`src/rtl/memory_dumper_if.sv`:
```
// Memory-read and UART-transmit handshakes of the memory dumper.
// master = dumper side, slave = memory/transmitter side.
interface memory_dumper_if;
  logic        data_mem_out_valid;
  logic [31:0] data_mem_out_addr;
  logic        data_mem_out_ready;
  logic [31:0] data_mem_out_data;
  logic        uart_in_valid;
  logic [7:0]  uart_in_data;
  logic        uart_in_ready;

  modport master (
    output data_mem_out_valid, data_mem_out_addr, uart_in_valid, uart_in_data,
    input  data_mem_out_ready, data_mem_out_data, uart_in_ready
  );
  modport slave (
    input  data_mem_out_valid, data_mem_out_addr, uart_in_valid, uart_in_data,
    output data_mem_out_ready, data_mem_out_data, uart_in_ready
  );
endinterface

```
`src/rtl/memory_dumper.sv`:
```
// Streams a block of memory words byte-wise to the UART, optionally preceded
// by a little-endian byte-count header in the format the boot loader expects.
module memory_dumper #(
  parameter bit SEND_HEADER = 1'b1,
  parameter int ADDR_STEP   = 4
) (
  input  logic                   clk,
  input  logic                   reset,
  input  logic                   start,
  input  logic [31:0]            base_addr,
  input  logic [31:0]            word_count,
  output logic                   busy,
  output logic                   completed,
  memory_dumper_if.master        bus
);
  typedef enum logic [2:0] {IDLE, SEND_SIZE, FETCH, SEND_WORD, DONE} state_t;

  state_t      state_q;
  logic [31:0] addr_q;
  logic [31:0] remaining_q;
  logic [31:0] buf_q;
  logic [1:0]  idx_q;
  logic        mvalid_q;
  logic        uvalid_q;

  assign busy                   = (state_q != IDLE) && (state_q != DONE);
  assign completed              = (state_q == DONE);
  assign bus.data_mem_out_valid = mvalid_q;
  assign bus.data_mem_out_addr  = addr_q;
  assign bus.uart_in_valid      = uvalid_q;
  assign bus.uart_in_data       = buf_q[{idx_q, 3'b000} +: 8];

  always_ff @(posedge clk) begin
    if (reset) begin
      state_q     <= IDLE;
      addr_q      <= '0;
      remaining_q <= '0;
      buf_q       <= '0;
      idx_q       <= '0;
      mvalid_q    <= 1'b0;
      uvalid_q    <= 1'b0;
    end else begin
      case (state_q)
        IDLE, DONE: begin
          if (start) begin
            addr_q      <= base_addr;
            remaining_q <= word_count;
            if (SEND_HEADER) begin
              // header counts bytes; wraps silently for word_count >= 2^30
              buf_q    <= word_count << 2;
              uvalid_q <= 1'b1;
              state_q  <= SEND_SIZE;
            end else if (word_count == 32'd0) begin
              state_q  <= DONE;
            end else begin
              mvalid_q <= 1'b1;
              state_q  <= FETCH;
            end
          end
        end
        SEND_SIZE, SEND_WORD: begin
          if (uvalid_q && bus.uart_in_ready) begin
            if (idx_q == 2'd3) begin
              idx_q    <= 2'd0;
              uvalid_q <= 1'b0;
              if (remaining_q != 32'd0) begin
                mvalid_q <= 1'b1;
                state_q  <= FETCH;
              end else begin
                state_q  <= DONE;
              end
            end else begin
              idx_q <= idx_q + 2'd1;
            end
          end
        end
        FETCH: begin
          if (bus.data_mem_out_ready) begin
            buf_q       <= bus.data_mem_out_data;
            mvalid_q    <= 1'b0;
            addr_q      <= addr_q + 32'(ADDR_STEP);
            remaining_q <= remaining_q - 32'd1;
            uvalid_q    <= 1'b1;
            state_q     <= SEND_WORD;
          end
        end
        default: state_q <= IDLE;
      endcase
    end
  end
endmodule

```
`src/flat_wrapper.sv`:
```
// flat-port wrapper written by rule: the top's interface ports become plain ports
module memory_dumper_flat 
#(
  parameter bit SEND_HEADER = 1'b1,
  parameter int ADDR_STEP   = 4
)
  (clk, reset, start, base_addr, word_count, busy, completed, bus_data_mem_out_valid, bus_data_mem_out_addr, bus_uart_in_valid, bus_uart_in_data, bus_data_mem_out_ready, bus_data_mem_out_data, bus_uart_in_ready);
  memory_dumper_if bus_i ();
  input  logic clk;
  input  logic reset;
  input  logic start;
  input  logic [31:0] base_addr;
  input  logic [31:0] word_count;
  output logic busy;
  output logic completed;
  output wire logic [$bits(bus_i.data_mem_out_valid)-1:0] bus_data_mem_out_valid;
  output wire logic [$bits(bus_i.data_mem_out_addr)-1:0] bus_data_mem_out_addr;
  output wire logic [$bits(bus_i.uart_in_valid)-1:0] bus_uart_in_valid;
  output wire logic [$bits(bus_i.uart_in_data)-1:0] bus_uart_in_data;
  input wire logic [$bits(bus_i.data_mem_out_ready)-1:0] bus_data_mem_out_ready;
  input wire logic [$bits(bus_i.data_mem_out_data)-1:0] bus_data_mem_out_data;
  input wire logic [$bits(bus_i.uart_in_ready)-1:0] bus_uart_in_ready;
  assign bus_data_mem_out_valid = bus_i.data_mem_out_valid;
  assign bus_data_mem_out_addr = bus_i.data_mem_out_addr;
  assign bus_uart_in_valid = bus_i.uart_in_valid;
  assign bus_uart_in_data = bus_i.uart_in_data;
  assign bus_i.data_mem_out_ready = bus_data_mem_out_ready;
  assign bus_i.data_mem_out_data = bus_data_mem_out_data;
  assign bus_i.uart_in_ready = bus_uart_in_ready;
  memory_dumper #(.SEND_HEADER(SEND_HEADER), .ADDR_STEP(ADDR_STEP)) u_core (.clk(clk), .reset(reset), .start(start), .base_addr(base_addr), .word_count(word_count), .busy(busy), .completed(completed), .bus(bus_i));
endmodule
```
`config.mk`:
```
export PLATFORM = sky130hd
export DESIGN_NAME = memory_dumper_flat
export DESIGN_NICKNAME = d
export VERILOG_FILES = /design/src/rtl/memory_dumper_if.sv /design/src/rtl/memory_dumper.sv /design/src/flat_wrapper.sv
export SDC_FILE = /design/constraint.sdc
export NUM_CORES = 1
export LEC_CHECK = 0
export ABC_AREA = 1
export BUFFER_PORTS_ARGS = -buffer_cell sky130_fd_sc_hd__buf_2
export CORE_ASPECT_RATIO = 1.25
export CORE_UTILIZATION = 55
export CTS_CLUSTER_SIZE = 40
export DETAILED_ROUTE_END_ITERATION = 6
export PLACE_DENSITY = 0.78
export SLEW_MARGIN = 20
export SYNTH_ARGS = -nofsm -noshare
export SYNTH_HDL_FRONTEND = slang
export SYNTH_SLANG_ARGS = --single-unit
```
`constraint.sdc`:
```
create_clock -name clk -period 1.96 [get_ports clk]
set_input_delay 0.098 -clock clk [delete_from_list [all_inputs] [get_ports clk]]
set_output_delay 0.098 -clock clk [all_outputs]
set_load 0.01 [all_outputs]
```
==> results of run 1 <==
-- worst paths after layout --
check                                   from                               to  slack, ns  cells after the start
max                          u_core.idx_q[1]              bus_uart_in_data[0]       0.09                      4
min                bus_data_mem_out_data[15]                 u_core.buf_q[15]      0.006                      3
max reg2reg                u_core.state_q[2]           u_core.remaining_q[11]       0.13                      7
min reg2reg  u_core.bus.data_mem_out_addr[1]  u_core.bus.data_mem_out_addr[1]       0.46                      2
-- area by class of cell --
cell class	instances	area, um^2	share of cell area (%)
clock buffers	12	246	3.25
clock inverters	3	67.6	0.892
inverters	85	319	4.21
multi-input cells	780	3590	47.4
flip-flops and latches	103	2060	27.2
well taps	132	165	2.18
repair buffers	189	1130	14.9
-- where the power goes --
group | switching [uW] | internal (uW)
combinational | 1280 | 758
clock | 814 | 1150
sequential | 280 | 2380
total | 2370 | 4280
-- worst max-delay path, delay by kind of cell, from the launching register on --
| kind | cells | cell delay [ns] |
|---|---|---|
| flops | 1 | 0.60 |
| buf+inv | 2 | 0.39 |
| compound gates | 2 | 0.44 |
-- routing by layer --
| layer | vias up | GRT usage [%] | routed length, um |
|---|---|---|---|
| li1 | 3634 | - | - |
| met1 | 3337 | 38.7 | 7700 |
| met2 | 359 | 61.6 | 10000 |
| met3 | 80 | 3.76 | 1390 |
| met4 | 0 | 24.8 | 1340 |
| met5 | - | 0 | 0 |
-- sequential cells by signal (all words and copies together) (netlist names) --
name	flops
u_core.bus.data_mem_out_addr	32
u_core.remaining_q	32
u_core.state_q	3
u_core.bus.data_mem_out_valid	1
u_core.bus.uart_in_valid	1
u_core.idx_q	2
u_core.buf_q	32
-- per-stage QoR --
step	util [%]	setup TNS, ns	cell area [um^2]	std cells	power (uW)
global placement	66.2	0	7130	1277	4630
floorplan	-	0	6190	1014	3960
CTS	70.3	0	7570	1304	6620
finish	70.3	0	7570	1304	6650
global route	70.3	-0.00362	7570	1304	7000
detailed placement	66.2	0	7130	1277	4660
-- cell families after synthesis --
| logic type | count (synthesis) | synth area share, % |
|---|---|---|
| AO/OA/AOI/OAI | 259 | 22.1 |
| buffers and inverters | 131 | 8.76 |
| AND/OR/NAND/NOR | 510 | 34.1 |
| adder cells (fa/ha/maj) | 3 | 0.607 |
| flip-flops | 103 | 33.3 |
| XOR/XNOR | 8 | 1.13 |
-- repair_timing --
item / in CTS / in global routing
gates resized for setup: 0 / 3
hold buffers: 12 / 0
hold endpoints to repair: 12 / 0
setup endpoints to repair: 0 / 5
-- synthesized netlist by cell type, types with 2 or more instances --
cell type	n	area [um^2]
a211oi_1	4	30.0
a21oi_1	86	430
a31oi_1	28	175
buf_2	25	125
buf_4	3	22.5
clkbuf_1	16	60.1
dfxtp_1	103	2060
ha_1	3	37.5
inv_1	82	308
inv_2	2	7.51
nand2_1	283	1060
nand2_2	2	12.5
nand3_1	50	250
nand3b_1	12	90.1
nand4_1	7	43.8
nor2_1	137	514
nor2_2	2	12.5
nor2_4	2	22.5
nor3_1	7	35.0
o211ai_1	3	22.5
o21ai_0	125	626
o21ai_1	2	10.0
o22ai_1	9	56.3
or2_2	6	37.5
xnor2_1	2	17.5
xor2_1	6	52.6
-- placed cells by master (no fill, tap or decap), drive strengths merged --
cell,Yosys,routed
nand3b,12,12
nor3,8,8
bufinv,0,2
o22ai,9,9
clkinv,1,1
dfxtp,103,103
nand4,7,7
dlygate4sd3,0,12
a21oi,86,86
a221oi,1,1
nand2,286,286
clkinvlp,0,1
xnor2,2,2
or2,6,6
clkbuf,16,12
ha,3,3
o21bai,1,1
xor2,6,6
a31oi,28,28
o211ai,3,3
nand3,50,50
buf,30,177
a211oi,4,4
o21ai,127,127
nor2,141,141
inv,84,84
==> metrics.cfg, run 1 <==
[status]
status = completed

[placed_design]
pre_cts_slack_ns = 0.190
hpwl_mm = 14.9
place.gp.congestion = 0.999
numPortBuffers = 144

[clocking]
cts.sinks = 103
clkTransAtPathRegs_ns = 0.07
cts_buffer_depth = 2
tritoncts = yes
cts-root-buf = clkbuf_16
cts_setup_buffers = 0
cts_buffers = 9
cts_htree_levels = 3
clk_latency_ns = 0.35

[die]
die_h_um = 121
fp.dieW_um = 96.9
rows = 42
initial_utilization_pct = 57.4
coreArea_um2 = 10800
io_pins = 145
dieArea_um2 = 11700

[critical_path]
crit_path_end_kind = output pin
path_cells = inv_2, o21ai_0, o22ai_1, buf_2
slowest_delay_ns = 0.60
path_class = register to output pin
crit_path_top_delay_cell = dfxtp_1
crit_required_ns = 1.86
crit_path_start_kind = register
crit_arrival_ns = 1.77
worstPathMaxFanout = 10

[yosys]
async_flop_share_pct = 0
postSynthAreaPerCell_um2 = 6.10
synth_area_um2 = 6190
ys_seq_elements = 103
synth_edf_count = 0
synth_fp_nets = 1118
syn_inst = 1014
yosys_warnings = 0
ys_seq_area_share_pct = 33.3
yosysUniqueCellTypes = 33
synthFlopType = dfxtp_1

[global_routing]
antenna_found_initial = 0
grt.overflow.total = 0
grt_pass1_wl_mm = 32.3
groute.usage.overall_pct = 34.8
grt_pass1_vias = 6831
grt_max_degree = 65

[sta]
tightest_slew_ns = 0.585
holdWs_ns = 0.00638
fin_worst_skew_ns = 0.00806
slew_violations = 0
maxSlewHeadroom_pct = 60.6
setup_viol = 0
setup_slack_ns = 0.0897
rsz0062_at_grt = true
fin_crit_sh_pct = 95.4
fmax_mhz = 535
hold_viol = 0
period_minus_slack_ns = 1.87

[power]
ir_worst_vdd_v = 0.000443
p_per_area_nw_per_um2 = 879
power.leakage_uw = 0.00344

[final_layout]
fillers = 1006
drive_above_1_share_pct = 17.8
final_net_count = 1272
antenna_cells = 0
area_growth_pct = 22.4

[drt]
num_vias = 7410
viasPerCell = 5.68
first_pass_iters = 5
drc = 0
wl_mm = 20.5
first_iter_violations = 432
wl_per_cell_um = 15.7
ant_nets = 0

[min_path]
hp-class = input pin to register

[job]
drv_cap = 0

(Power assumes the default switching activity.)
==> run 2, diff against run 1 <==
--- a/config.mk
+++ b/config.mk
@@ -5,10 +5,9 @@
 export SDC_FILE = /design/constraint.sdc
 export NUM_CORES = 1
 export LEC_CHECK = 0
-export ABC_AREA = 1
 export BUFFER_PORTS_ARGS = -buffer_cell sky130_fd_sc_hd__buf_2
 export CORE_ASPECT_RATIO = 1.25
-export CORE_UTILIZATION = 55
+export CORE_UTILIZATION = 54
 export CTS_CLUSTER_SIZE = 40
 export DETAILED_ROUTE_END_ITERATION = 6
 export PLACE_DENSITY = 0.78
==> metrics.cfg, run 2 <==
[clocking]
cts_buffer_depth = 2  ; unchanged
tritoncts = yes
cts_buffers = 9  ; unchanged
cts_htree_levels = 3  ; unchanged
clk_latency_ns = 0.35  ; about the same
cts.sinks = 103  ; unchanged
clkTransAtPathRegs_ns = 0.06  ; about the same
cts-root-buf = clkbuf_16

[final_layout]
area_growth_pct = 39.0
layout_commonest_cell = buf_2
drive_above_1_share_pct = 36.1  ; +18 points
fin_util_pct = 78.1  ; +7.8 points
antenna_cells = 0  ; unchanged
final_net_count = 1060  ; -17%
stdcell_area_um2 = 8010  ; +5.8%
layout_common_cells = 144 x buf_2, 111 x nand2_1, 93 x dfxtp_1

[sta]
rsz0062_at_grt = true
setup_viol = 24  ; +24
fin_worst_skew_ns = 0.00773  ; -0.000332 ns
setup_slack_ns = -0.221  ; -0.311 ns
tightest_slew_ns = 0.840  ; +0.255 ns
slew_violations = 0  ; unchanged
fin_crit_sh_pct = 111  ; +16 points
maxSlewHeadroom_pct = 42.6  ; -18 points
period_minus_slack_ns = 2.18  ; +0.311 ns
tns_ns = -2.48  ; -2.48 ns
hold_viol = 0  ; unchanged
fmax_mhz = 459  ; -14%

[die]
fp.dieW_um = 94.4  ; -2.5%
dieArea_um2 = 11100  ; -5.0%
rows = 41  ; -2.4%
coreArea_um2 = 10300  ; -4.8%
die_h_um = 118  ; -2.5%
initial_utilization_pct = 56.2  ; -1.2 points
io_pins = 145  ; unchanged

[power]
ir_worst_vdd_v = 0.000520  ; +17%
p_per_area_nw_per_um2 = 871  ; -0.90%
power.leakage_uw = 0.00329  ; -4.5%

[drt]
viasPerCell = 6.58  ; +16%
drc = 1  ; +1
first_iter_violations = 639  ; +48%
first_pass_iters = 7  ; +2
wl_per_cell_um = 19.1  ; +22%
ant_nets = 0  ; unchanged
num_vias = 7161  ; -3.4%
wl_mm = 20.8  ; +1.5%

[yosys]
synth_fa_ha_area_share_pct = 0.651  ; +0.044 points
ys_seq_elements = 103  ; unchanged
ys_top_cells_by_area = dfxtp_1 36%, nand2_1 7.4%, a21oi_1 5.6%
synth_edf_count = 0  ; unchanged
synth_xor_area_share_pct = 0  ; -1.1 points
synth_compound_area_share_pct = 26.6  ; +4.5 points
yosys-top-cells-count = 114 x nand2_1, 103 x dfxtp_1, 80 x nor2_1, 65 x a21oi_1, 58 x clkbuf_1
syn_inst = 759  ; -25%
yosysUniqueCellTypes = 62  ; +88%
synth_top_family_by_area = simple AND/OR/NAND/NOR gates
async_flop_share_pct = 0  ; unchanged
yosysTopAreaCell = dfxtp_1
synth_fp_nets = 863  ; -23%
yosys.area_share.simple_pct = 28.1  ; -6.0 points
ys_seq_area_share_pct = 35.8  ; +2.4 points
synth_top_area_share_pct = 35.8  ; +2.4 points
synth_area_um2 = 5770  ; -6.8%
yosys_warnings = 0  ; unchanged
synth_mux_area_share_pct = 3.88  ; +3.9 points
yosysMostFrequentCell = nand2_1
postSynthAreaPerCell_um2 = 7.60  ; +25%
synthFlopType = dfxtp_1

[job]
drv_cap = 0  ; unchanged

[status]
violations = DRC, setup timing
status = complete, but fails checks

[placed_design]
place.gp.congestion = 0.923  ; -7.7%
hpwl_mm = 13.6  ; -8.8%
place_area_um2 = 7160  ; +0.40%
pre_cts_slack_ns = -0.235  ; -0.425 ns
numPortBuffers = 144  ; unchanged

[min_path]
hp-class = input pin to register

[critical_path]
crit_path_start_kind = register
crit_path_end_kind = register
crit_required_ns = 2.24  ; +0.38 ns
path_class = register to register
worstPathMaxFanout = 6  ; -4
crit_arrival_ns = 2.46  ; +0.69 ns

[global_routing]
grt_max_degree = 62  ; -4.6%
grt.overflow.total = 0  ; unchanged
antenna_found_initial = 0  ; unchanged
grt_pass1_vias = 6524  ; -4.5%
groute.usage.overall_pct = 35.3  ; +0.58 points
grt_pass1_wl_mm = 31.2  ; -3.3%

[run 2: area by class of cell]
type / count / area (um^2)
clock buffers: 12 / 267
fillers: 724 / 2250
multi-input cells: 582 / 3810
flip-flops and latches: 103 / 2080
clock inverters: 3 / 17.5
repair buffers: 251 / 1650
inverters: 9 / 33.8
well taps: 129 / 161
[run 2: what timing repair did]
item                       4_1_cts  5_1_grt
gates resized for setup         30       52
pin swaps                       16       20
cloned                           0        1
setup buffers                    8       14
hold endpoints to repair         5        0
setup endpoints to repair       19       53
hold buffers                     5        0
[run 2: metal layers]
| layer | track usage (%) | wire length (um) | vias up |
|---|---|---|---|
| met5 | 0 | 0 | - |
| met4 | 21.3 | 1160 | 0 |
| met3 | 6.27 | 2010 | 108 |
| met1 | 41.8 | 7670 | 3324 |
| met2 | 58.4 | 9940 | 504 |
| li1 | - | - | 3225 |
[run 2: through the flow]
step	instances	hold slack [ns]	power [uW]
final	1089	0.00643	6980
after global routing	1089	0.0243	7280
after CTS	1074	0.00836	6650
after detailed placement	1046	0.351	4800
after global placement	1046	0.338	4720
after floorplan	759	0.234	3900
[run 2: cells by family (layout without fill, tap and decap cells)]
family,Yosys count,count (layout)
and+or+nand+nor,336,337
adders and majority gates,3,3
DFF,103,103
buffers and inverters,75,275
muxes,12,12
AOI/OAI and AO/OA,230,230
[run 2: worst max-delay path, cell delays in order (launching register included)]
cell,delay (ns)
dfxtp_1,0.31
or4_4,0.56
or4_4,0.62
buf_4,0.17
o31ai_2,0.20
nand2_1,0.11
a21oi_2,0.13
[run 2: worst paths after layout]
path,endpoint,slack (ns),startpoint,cells past startpoint
worst max-delay path,u_core.remaining_q[21],-0.22,u_core.remaining_q[10],6
worst min-delay path,u_core.bus.data_mem_out_addr[2],0.006,base_addr[2],3
worst max register to register,u_core.remaining_q[21],-0.22,u_core.remaining_q[10],6
worst min register to register,u_core.bus.data_mem_out_valid,0.47,u_core.bus.data_mem_out_valid,2
[run 2: where the power goes]
group / switching, uW / leakage [uW] / internal (uW)
logic: 1450 / 0.00230 / 1180
registers: 246 / 0.000853 / 2370
clock network: 773 / 0.000140 / 954
total: 2470 / 0.00329 / 4510
